[config.mk]
export PLATFORM = sky130hd
export DESIGN_NAME = dac_scheduler_flat
export DESIGN_NICKNAME = d
export VERILOG_FILES = /design/src/rtl/dac_sched_pkg.sv /design/src/rtl/dac_scheduler_if.sv /design/src/rtl/dac_spi_tx.sv /design/src/rtl/dac_scheduler.sv /design/src/flat_wrapper.sv
export SDC_FILE = /design/constraint.sdc
export NUM_CORES = 1
export LEC_CHECK = 0
export CAP_MARGIN = 20
export CORE_UTILIZATION = 46
export CTS_CLUSTER_SIZE = 20
export DETAILED_ROUTE_END_ITERATION = 10
export GPL_TIMING_DRIVEN = 0
export PLACE_DENSITY = 0.77
export SYNTH_ARGS = -nofsm -noshare
export SYNTH_HDL_FRONTEND = slang
export SYNTH_SLANG_ARGS = --single-unit
[constraint.sdc]
create_clock -name clk -period 2.1 [get_ports clk]
set_clock_uncertainty 0.05 [all_clocks]
set_input_delay 0.42 -clock clk [delete_from_list [all_inputs] [get_ports clk]]
set_output_delay 0.42 -clock clk [all_outputs]
set_load 0.02 [all_outputs]
[src/rtl/dac_sched_pkg.sv]
// Shared types, frame layout and arbitration helpers for the DAC scheduler.
package dac_sched_pkg;

  typedef enum logic [1:0] {
    S_CLR   = 2'd0,
    S_IDLE  = 2'd1,
    S_SHIFT = 2'd2,
    S_GAP   = 2'd3
  } state_t;

  localparam int N_REQ    = 4;
  localparam int SAMPLE_W = 12;
  localparam int FRAME_W  = 32;
  localparam int DATA_LSB = 16;
  localparam int ADDR_LSB = 12;
  localparam int CMD_LSB  = 8;

  // First requester with valid set, searching upward from ptr and wrapping.
  function automatic logic [1:0] rr_pick(input logic [N_REQ-1:0] valid, input logic [1:0] ptr);
    logic [1:0] idx;
    rr_pick = ptr;
    for (int k = N_REQ - 1; k >= 0; k--) begin
      idx = ptr + 2'(k);
      if (valid[idx]) rr_pick = idx;
    end
  endfunction

  function automatic logic [FRAME_W-1:0] build_frame(input logic [SAMPLE_W-1:0] data,
                                                     input logic [1:0] ch,
                                                     input logic [3:0] cmd);
    build_frame = '0;
    build_frame[DATA_LSB +: SAMPLE_W] = data;
    build_frame[ADDR_LSB +: 4]        = {2'b00, ch};
    build_frame[CMD_LSB +: 4]         = cmd;
  endfunction

endpackage

[src/rtl/dac_scheduler_if.sv]
// Sample request bus between the waveform generators and the DAC scheduler.
interface dac_scheduler_if;
  import dac_sched_pkg::*;

  // Requester i offers req_data[12*i +: 12] while req_valid[i] is high and must hold both
  // until req_ready[i]; a sample transfers on a rising edge where valid & ready are both 1.
  logic [N_REQ-1:0]          req_valid;
  logic [N_REQ*SAMPLE_W-1:0] req_data;
  logic [N_REQ-1:0]          req_ready;

  modport master (output req_valid, output req_data, input req_ready);
  modport slave  (input req_valid, input req_data, output req_ready);
endinterface

[src/rtl/dac_spi_tx.sv]
// 32-bit MSB-first SPI serializer: sck divider, bit counter, shift register and chip select.
module dac_spi_tx
  import dac_sched_pkg::*;
#(
  parameter int CLK_DIV = 2
) (
  input  logic               clk,
  input  logic               rst,
  input  logic               start,
  input  logic [FRAME_W-1:0] frame,
  output logic               spi_sck,
  output logic               spi_mosi,
  output logic               dac_cs,
  output logic               done,
  output logic               ending
);
  localparam int            DW       = (CLK_DIV > 1) ? $clog2(CLK_DIV) : 1;
  localparam logic [DW-1:0] DIV_LAST = DW'(CLK_DIV - 1);

  logic               active;
  logic [DW-1:0]      div_cnt;
  logic [4:0]         bit_cnt;
  logic [FRAME_W-1:0] shreg;
  logic               half_end;

  assign half_end = active && (div_cnt == DIV_LAST);
  // True on the edge that closes the high half of bit 0; the frame ends there.
  assign ending   = half_end && spi_sck && (bit_cnt == 5'd31);

  always_ff @(posedge clk) begin
    if (!rst) begin
      active   <= 1'b0;
      div_cnt  <= '0;
      bit_cnt  <= '0;
      shreg    <= '0;
      spi_sck  <= 1'b0;
      spi_mosi <= 1'b0;
      dac_cs   <= 1'b1;
      done     <= 1'b0;
    end else begin
      done <= 1'b0;
      if (start && !active) begin
        active   <= 1'b1;
        div_cnt  <= '0;
        bit_cnt  <= '0;
        spi_sck  <= 1'b0;
        dac_cs   <= 1'b0;
        spi_mosi <= frame[FRAME_W-1];
        shreg    <= {frame[FRAME_W-2:0], 1'b0};
      end else if (active) begin
        if (!half_end) begin
          div_cnt <= div_cnt + 1'b1;
        end else begin
          div_cnt <= '0;
          if (!spi_sck) begin
            spi_sck <= 1'b1;
          end else if (ending) begin
            active   <= 1'b0;
            spi_sck  <= 1'b0;
            spi_mosi <= 1'b0;
            dac_cs   <= 1'b1;
            done     <= 1'b1;
          end else begin
            spi_sck  <= 1'b0;
            spi_mosi <= shreg[FRAME_W-1];
            shreg    <= {shreg[FRAME_W-2:0], 1'b0};
            bit_cnt  <= bit_cnt + 1'b1;
          end
        end
      end
    end
  end

endmodule

[src/rtl/dac_scheduler.sv]
// Round-robin sharing of one serial DAC between four requesters, with dac_clr power-up sequencing.
module dac_scheduler
  import dac_sched_pkg::*;
#(
  parameter int         CLK_DIV    = 2,
  parameter int         GAP_CYCLES = 2,
  parameter int         CLR_CYCLES = 4,
  parameter logic [3:0] COMMAND    = 4'b0011
) (
  input  logic            clk,
  input  logic            rst,
  dac_scheduler_if.slave  req,
  output logic            spi_sck,
  output logic            spi_mosi,
  output logic            dac_cs,
  output logic            dac_clr,
  output logic            busy,
  output logic            frame_done,
  output logic [1:0]      last_ch,
  output state_t          state_dbg
);
  state_t                state;
  logic [1:0]            rr_ptr;
  logic [1:0]            cur_ch;
  logic [1:0]            grant;
  logic [15:0]           cnt;
  logic                  start;
  logic                  tx_ending;
  logic [SAMPLE_W-1:0]   grant_data;

  assign grant      = rr_pick(req.req_valid, rr_ptr);
  assign start      = (state == S_IDLE) && (|req.req_valid);
  assign grant_data = req.req_data[int'(grant)*SAMPLE_W +: SAMPLE_W];
  assign busy       = (state != S_IDLE);
  assign state_dbg  = state;

  // Accept strobe is combinational so the grant and the data latch share one IDLE cycle.
  always_comb begin
    req.req_ready = '0;
    if (start) req.req_ready[grant] = 1'b1;
  end

  always_ff @(posedge clk) begin
    if (!rst) begin
      state   <= S_CLR;
      rr_ptr  <= 2'd0;
      cur_ch  <= 2'd0;
      last_ch <= 2'd0;
      dac_clr <= 1'b0;
      cnt     <= '0;
    end else begin
      case (state)
        S_CLR: begin
          if (cnt == 16'(CLR_CYCLES - 1)) begin
            dac_clr <= 1'b1;
            cnt     <= '0;
            state   <= S_IDLE;
          end else begin
            cnt <= cnt + 16'd1;
          end
        end
        S_IDLE: begin
          if (start) begin
            cur_ch <= grant;
            rr_ptr <= grant + 2'd1;
            state  <= S_SHIFT;
          end
        end
        S_SHIFT: begin
          if (tx_ending) begin
            last_ch <= cur_ch;
            cnt     <= '0;
            state   <= S_GAP;
          end
        end
        S_GAP: begin
          if (cnt == 16'(GAP_CYCLES - 1)) begin
            cnt   <= '0;
            state <= S_IDLE;
          end else begin
            cnt <= cnt + 16'd1;
          end
        end
        default: state <= S_CLR;
      endcase
    end
  end

  dac_spi_tx #(.CLK_DIV(CLK_DIV)) u_tx (
    .clk      (clk),
    .rst      (rst),
    .start    (start),
    .frame    (build_frame(grant_data, grant, COMMAND)),
    .spi_sck  (spi_sck),
    .spi_mosi (spi_mosi),
    .dac_cs   (dac_cs),
    .done     (frame_done),
    .ending   (tx_ending)
  );

endmodule

[src/flat_wrapper.sv]
// flat-port wrapper written by rule: the top's interface ports become plain ports
module dac_scheduler_flat import dac_sched_pkg::*;
#(
  parameter int         CLK_DIV    = 2,
  parameter int         GAP_CYCLES = 2,
  parameter int         CLR_CYCLES = 4,
  parameter logic [3:0] COMMAND    = 4'b0011
)
  (clk, rst, spi_sck, spi_mosi, dac_cs, dac_clr, busy, frame_done, last_ch, state_dbg, req_req_valid, req_req_data, req_req_ready);
  dac_scheduler_if req_i ();
  input  logic clk;
  input  logic rst;
  output logic spi_sck;
  output logic spi_mosi;
  output logic dac_cs;
  output logic dac_clr;
  output logic busy;
  output logic frame_done;
  output logic [1:0] last_ch;
  output state_t state_dbg;
  input wire logic [$bits(req_i.req_valid)-1:0] req_req_valid;
  input wire logic [$bits(req_i.req_data)-1:0] req_req_data;
  output wire logic [$bits(req_i.req_ready)-1:0] req_req_ready;
  assign req_i.req_valid = req_req_valid;
  assign req_i.req_data = req_req_data;
  assign req_req_ready = req_i.req_ready;
  dac_scheduler #(.CLK_DIV(CLK_DIV), .GAP_CYCLES(GAP_CYCLES), .CLR_CYCLES(CLR_CYCLES), .COMMAND(COMMAND)) u_core (.clk(clk), .rst(rst), .req(req_i), .spi_sck(spi_sck), .spi_mosi(spi_mosi), .dac_cs(dac_cs), .dac_clr(dac_clr), .busy(busy), .frame_done(frame_done), .last_ch(last_ch), .state_dbg(state_dbg));
endmodule
# Yosys cells after proc, flatten, opt, wreduce, memory -nomap -nowiden
# Cells that the tools add are included.
[word_totals]
ram_bits = 0
out_inout_bits = 14
memories = 0
mem_bits_ro = 0
input_bits = 54
wordCells = 116
latchBits = 0
regBits = 59
[op_classes]
bitwise = 5
muxes = 43
div_mod_pow = 0
magnitude_cmp = 6
eq_ne = 12
reduce_logical = 26
add_sub_neg = 7
mul = 1
shift = 1
[op_table]
columns = ["op", "count"]
rows = [
  ["2-to-1 mux 29 bit", 5],
  ["2-to-1 mux 16 bit", 3],
  ["one-hot mux 16 bit (3 select lines)", 1],
  ["variable part select 48 x 32 -> 12 bit", 1],
  ["2-to-1 mux 1 bit", 19],
  ["adder 16 x 1 -> 16 bit (second input constant)", 1],
  ["== test 16 x 1 -> 1 bit (second input constant)", 1],
  ["== test 16 x 2 -> 1 bit (second input constant)", 1],
  ["2-to-1 mux 2 bit", 8],
  ["AND reduction 4 bit", 4],
  ["less-than comparator 2 x 3 -> 1 bit (second input constant)", 5],
  ["AND reduction 2 bit", 5],
  ["binary-select mux 1 bit (select 2 bit)", 4],
  ["inequality test 2 x 1 -> 1 bit (second input constant)", 4],
  ["one-hot mux 2 bit (4 select lines)", 1],
  ["nonzero test 2 bit", 4],
  ["logical AND 1 bit", 6],
  ["adder 5 x 1 -> 5 bit (second input constant)", 1],
  ["== test 5 bit (second input constant)", 1],
  ["inverter 1 bit", 5],
  ["OR reduction 5 bit", 1],
  ["adder 2 x 1 -> 2 bit (second input constant)", 2],
  ["adder 2 bit (second input constant)", 2],
  ["== test 2 bit (second input constant)", 2],
  ["other kinds (13)", 14],
]

# Depth between registers and ports, before layout
[depth]
word_depth = 12
mapped_depth = 9
mapped_depth_nobuf = 8

# By module
# Synthesis repeated with hierarchy kept, for this count alone.
[hier_totals]
hier_cells = 404
hier_area_um2 = 3654.8
[modules_own_cells]
columns = ["module", "area_each_um2", "n_inst", "seq_area_each_um2", "cells_each"]
rows = [
  ["dac_spi_tx", 1936.9, 1, 840.8, 220],
  ["dac_scheduler", 1717.9, 1, 500.5, 184],
]

# Worst setup path after synthesis
# No wires, ideal clock.
[synth_path]
path_kind = "input to output"
from = "input req_req_valid[0]"
to = "output req_req_ready[1]"
t_required_ns = 1.630
n_path_buf = 1
setup_slack_ns = -0.213
path_stages = 7
t_arrival_ns = 1.843
cell_sequence = "and2b_2 -> or4_4 -> nand2_4 -> buf_8 -> inv_1 -> ha_1 -> and2_1"
[synth_between]
elab_chain_len = 11
word_cells_on_any_way = 20
classes_between = "order compare: 2; mux: 15; reduce/logical: 3"
[synth_lines]
columns = ["item", "line", "rtl"]
rows = [
  ["start, declared", "flat_wrapper.sv:21", "input wire logic [$bits(req_i.req_valid)-1:0] req_req_valid;"],
  ["binary-select mux 1 bit (select 2 bit)", "dac_sched_pkg.sv:24", "if (valid[idx]) rr_pick = idx;"],
  ["2-to-1 mux 1 bit (not written as such)", "dac_sched_pkg.sv:24", ""],
  ["2-to-1 mux 2 bit (3 in series)", "dac_sched_pkg.sv:24", ""],
  ["2-to-1 mux 2 bit *", "dac_sched_pkg.sv:24", ""],
  ["named net u_core.grant[1]", "dac_scheduler.sv:25", "logic [1:0] grant;"],
  ["less-than comparator 2 x 3 -> 1 bit (not written as such) or >= comparator 2 x 1 -> 1 bit (tied branches)", "dac_scheduler.sv:40", "if (start) req.req_ready[grant] = 1'b1;"],
  ["logical AND 1 bit (not written as such)", "dac_scheduler.sv:40", ""],
  ["2-to-1 mux 1 bit (not written as such)", "dac_scheduler.sv:40", ""],
  ["demux 1 bit (select 2 bit) *", "n/a", ""],
  ["2-to-1 mux 4 bit *", "dac_scheduler.sv:40", ""],
  ["end, declared", "flat_wrapper.sv:23", "output wire logic [$bits(req_i.req_ready)-1:0] req_req_ready;"],
]
# Mark *: on every way through the listed nets, which the timed path passes. The rest lies on a longest branch. The select of a mux whose other input is x is not followed.

# Final worst setup path
[layout_path]
from = "register u_core.rr_ptr[0]"
to = "output req_req_ready[0]"
[layout_between]
elab_chain_len = 12
word_cells_on_any_way = 21
classes_between = "add/sub: 3; order compare: 2; mux: 15; reduce/logical: 1"
[layout_lines]
columns = ["item", "line", "rtl"]
rows = [
  ["start, declared", "dac_scheduler.sv:23", "logic [1:0] rr_ptr;"],
  ["start signal, assigned", "dac_scheduler.sv:65", "rr_ptr <= grant + 2'd1;"],
  ["adder 2 bit", "dac_sched_pkg.sv:23", "idx = ptr + 2'(k);"],
  ["binary-select mux 1 bit (select 2 bit)", "dac_sched_pkg.sv:24", ""],
  ["2-to-1 mux 1 bit (not written as such)", "dac_sched_pkg.sv:24", ""],
  ["2-to-1 mux 2 bit (3 in series)", "dac_sched_pkg.sv:24", ""],
  ["2-to-1 mux 2 bit *", "dac_sched_pkg.sv:24", ""],
  ["named net u_core.grant[1]", "dac_scheduler.sv:25", ""],
  ["less-than comparator 2 x 3 -> 1 bit (not written as such) or >= comparator 2 x 1 -> 1 bit (tied branches)", "dac_scheduler.sv:40", ""],
  ["logical AND 1 bit (not written as such)", "dac_scheduler.sv:40", ""],
  ["2-to-1 mux 1 bit (not written as such)", "dac_scheduler.sv:40", ""],
  ["demux 1 bit (select 2 bit) *", "n/a", ""],
  ["2-to-1 mux 4 bit *", "dac_scheduler.sv:40", ""],
]
# Marked as above.

==> out/results.ini <==
[outcome]
status = complete, but fails checks
violations = design-rule violations, negative setup slack

[global_route]
antenna_found_initial = 0
grt_max_degree = 11
overflow = 0
grt_pass1_vias = 2667
grt_pass1_wl_um = 12400
track_usage = 0.221

[sta]
timing.final.ws_setup_ps = -413
period_minus_slack_ps = 2510
slew_headroom = 0.654
finalCritPeriodShare = 1.20
max_freq_mhz = 398
worst_pin_slew_ps = 519
finalSetupViolations = 7
hold_violations = 0
maxSlewViolCount = 0
rsz0062_at_grt = true

[clocking]
clock_path_buffers = 2
hold_buffers = 0
path_clk_slew_ps = 70
cts_tree = done
clock_latency_ps = 340
cts_buffers = 9
cts_num_sinks = 59
cts_max_level = 3
cts_root_buffer = clkbuf_8

[final_layout]
fin_nets = 511
multi_input_area_sq_um = 1950
diodes = 0
final_common_cell = clkdlybuf4s50_1
syn2layout_area_growth_pct = 43.9
fill_cells = 515
drive_gt1_frac = 0.203
fin_area_sq_um = 4450
final_cell_mix = clkdlybuf4s50_1 (58), dfxtp_1 (55), nand2_1 (50)
register_area_sq_um = 1190

[power_and_ir_drop]
power.total_mw = 3.85
vdd_drop_max_v = 0.000445
power_density_nw_per_um2 = 866
p_leak_nw = 1.70

[placed_design]
io_buffer_count = 67
dpl.hpwl_um = 5210
place_area_sq_um = 3940
gp_congestion = 0.821

[synthesis]
seq_area_frac_synth = 0.382
synth_area_per_cell_sq_um = 8.84
synth_edf_count = 0
synth.distinct_cells = 51
async_flop_share = 0
synth_area_sq_um = 3090
ys_seq_elements = 59
ys.flop_type = dfxtp_1
synth_fp_nets = 416
ys_warn_count = 0
synthesis.instances = 350

[worst_setup_path]
critPathKind = reg2out
required_ps = 1630
critPathCaptureType = primary output
worstPathMaxFanout = 4
crit_arrival_ps = 2040
cp-start-kind = register

[routing]
wl_per_cell_um = 14.7
avgViaCountPerCell = 5.44
drt_pass1_iterations = 11
route.detailed.drc = 16
wirelength_um = 7730
drt_iter0_drc = 108
drtAntennaViolNets = 0
vias = 2859

[hold_path]
holdCritPathClass = reg2reg

[flow_run]
cap_violations = 0

[floorplan]
fp.dieW_um = 84.0
ios = 68
num_rows = 29
die_y_um = 84.0
initial_core_util = 0.482
fp.dieArea_sq_um = 7060
core_sq_um = 6420

==> metrics by stage <==
step	setup WS (ps)	utilization	cells	hold slack, ps	TNS, ps
6_report	-413	0.693	526	405	-1580
2_1_floorplan	-134	-	350	382	-468
4_1_cts	-419	0.675	521	408	-1560
3_5_place_dp	-1280	0.613	494	399	-20160
5_1_grt	-466	0.693	526	430	-3060
3_3_place_gp	-1260	0.613	494	386	-18550
==> layer usage <==
| metal | part of all wire | routed length (um) | vias to the layer above | global-route usage |
|---|---|---|---|---|
| met2 | 0.47 | 3660 | 81 | 0.347 |
| met5 | 0 | 0 | - | 0 |
| met3 | 0.055 | 424 | 16 | 0.0702 |
| met4 | 0.019 | 145 | 0 | 0.0909 |
| li1 | - | - | 1426 | - |
| met1 | 0.45 | 3500 | 1336 | 0.279 |
==> power breakdown <==
part	switching (mW)	internal [mW]	leakage, nW	total (mW)
logic	0.639	0.648	1.11	1.29
registers	0.141	1.28	0.480	1.42
clock network	0.460	0.690	0.108	1.15
total	1.24	2.61	1.70	3.85
==> path summary, 6_finish.rpt <==
| path | from | to | slack, ps | cells past startpoint |
|---|---|---|---|---|
| worst min register to register | u_core.u_tx.shreg[11]$_SDFFE_PP0P_ | u_core.u_tx.shreg[12]$_SDFFE_PP0P_ | 400 | 2 |
| worst min-delay path | u_core.u_tx.shreg[11]$_SDFFE_PP0P_ | u_core.u_tx.shreg[12]$_SDFFE_PP0P_ | 400 | 2 |
| worst max-delay path | u_core.rr_ptr[0]$_SDFFE_PN0P_ | req_req_ready[0] | -410 | 8 |
| worst max register to register | u_core.u_tx.bit_cnt[0]$_SDFFE_PP0P_ | u_core.cnt[8]$_SDFFE_PN0P_ | -30 | 10 |
==> Yosys cell counts (2+ instances only) <==
| master | number | area share |
|---|---|---|
| a21oi_1 | 21 | 0.034 |
| a22o_1 | 10 | 0.028 |
| a22oi_1 | 3 | 0.0073 |
| a31oi_1 | 2 | 0.0040 |
| and2_1 | 5 | 0.010 |
| and2b_1 | 2 | 0.0049 |
| and3_1 | 3 | 0.0061 |
| buf_2 | 7 | 0.011 |
| clkbuf_1 | 6 | 0.0073 |
| dfxtp_1 | 59 | 0.38 |
| ha_1 | 12 | 0.049 |
| inv_1 | 14 | 0.017 |
| mux2_2 | 2 | 0.0073 |
| mux2i_1 | 30 | 0.097 |
| nand2_1 | 51 | 0.062 |
| nand3_1 | 8 | 0.013 |
| nand4_1 | 5 | 0.010 |
| nor2_1 | 37 | 0.045 |
| nor3_1 | 3 | 0.0049 |
| nor4_1 | 3 | 0.0061 |
| o21a_1 | 2 | 0.0049 |
| o21ai_0 | 10 | 0.016 |
| o221ai_1 | 10 | 0.028 |
| or3_1 | 2 | 0.0040 |
| xnor2_1 | 6 | 0.017 |
| xor2_1 | 12 | 0.034 |
==> what timing repair did <==
action / CTS / global route
pin swaps: 9 / 10
setup endpoints to repair: 50 / 41
gates resized for setup: 57 / 21
setup buffers: 12 / 6
cloned: 1 / 0
==> critical path: stages (launching register included) <==
cell     delay, ps
dfxtp_2        350
and2b_2        210
or4_4          520
nand2_8        100
buf_12         110
inv_6           40
ha_4           140
and2_4         130
buf_6          120
==> state kept, by name, indices dropped and copies added, names as in the netlist <==
signal                flops
u_core.u_tx.shreg        23
u_core.cnt               16
u_core.u_tx.bit_cnt       5
u_core.cur_ch             2
u_core.last_ch            2
u_core.rr_ptr             2
u_core.state_dbg          2
u_core.dac_clr            1
u_core.u_tx.active        1
u_core.u_tx.dac_cs        1
u_core.u_tx.div_cnt       1
u_core.u_tx.done          1
u_core.u_tx.spi_mosi      1
u_core.u_tx.spi_sck       1
==> area by class of cell <==
class,instances,share of cell area
Buffer,16,0.0301
Inverter,14,0.0129
Tap cell,77,0.0216
Timing Repair Buffer,85,0.182
Multi-Input combinational cell,260,0.438
Clock inverter,5,0.0174
Sequential cell,59,0.267
Clock buffer,10,0.0309
==> logic make-up (layout without fill, tap and decap cells) <==
| kind of cell | Yosys count | count (layout) | synth area share |
|---|---|---|---|
| compound gates | 68 | 68 | 0.164 |
| buf+inv | 31 | 130 | 0.0497 |
| mux | 32 | 32 | 0.104 |
| xor+xnor | 18 | 18 | 0.0509 |
| flops | 59 | 59 | 0.382 |
| simple gates | 130 | 130 | 0.201 |
| fa+ha+maj | 12 | 12 | 0.0485 |
(Power assumes the default switching activity.)
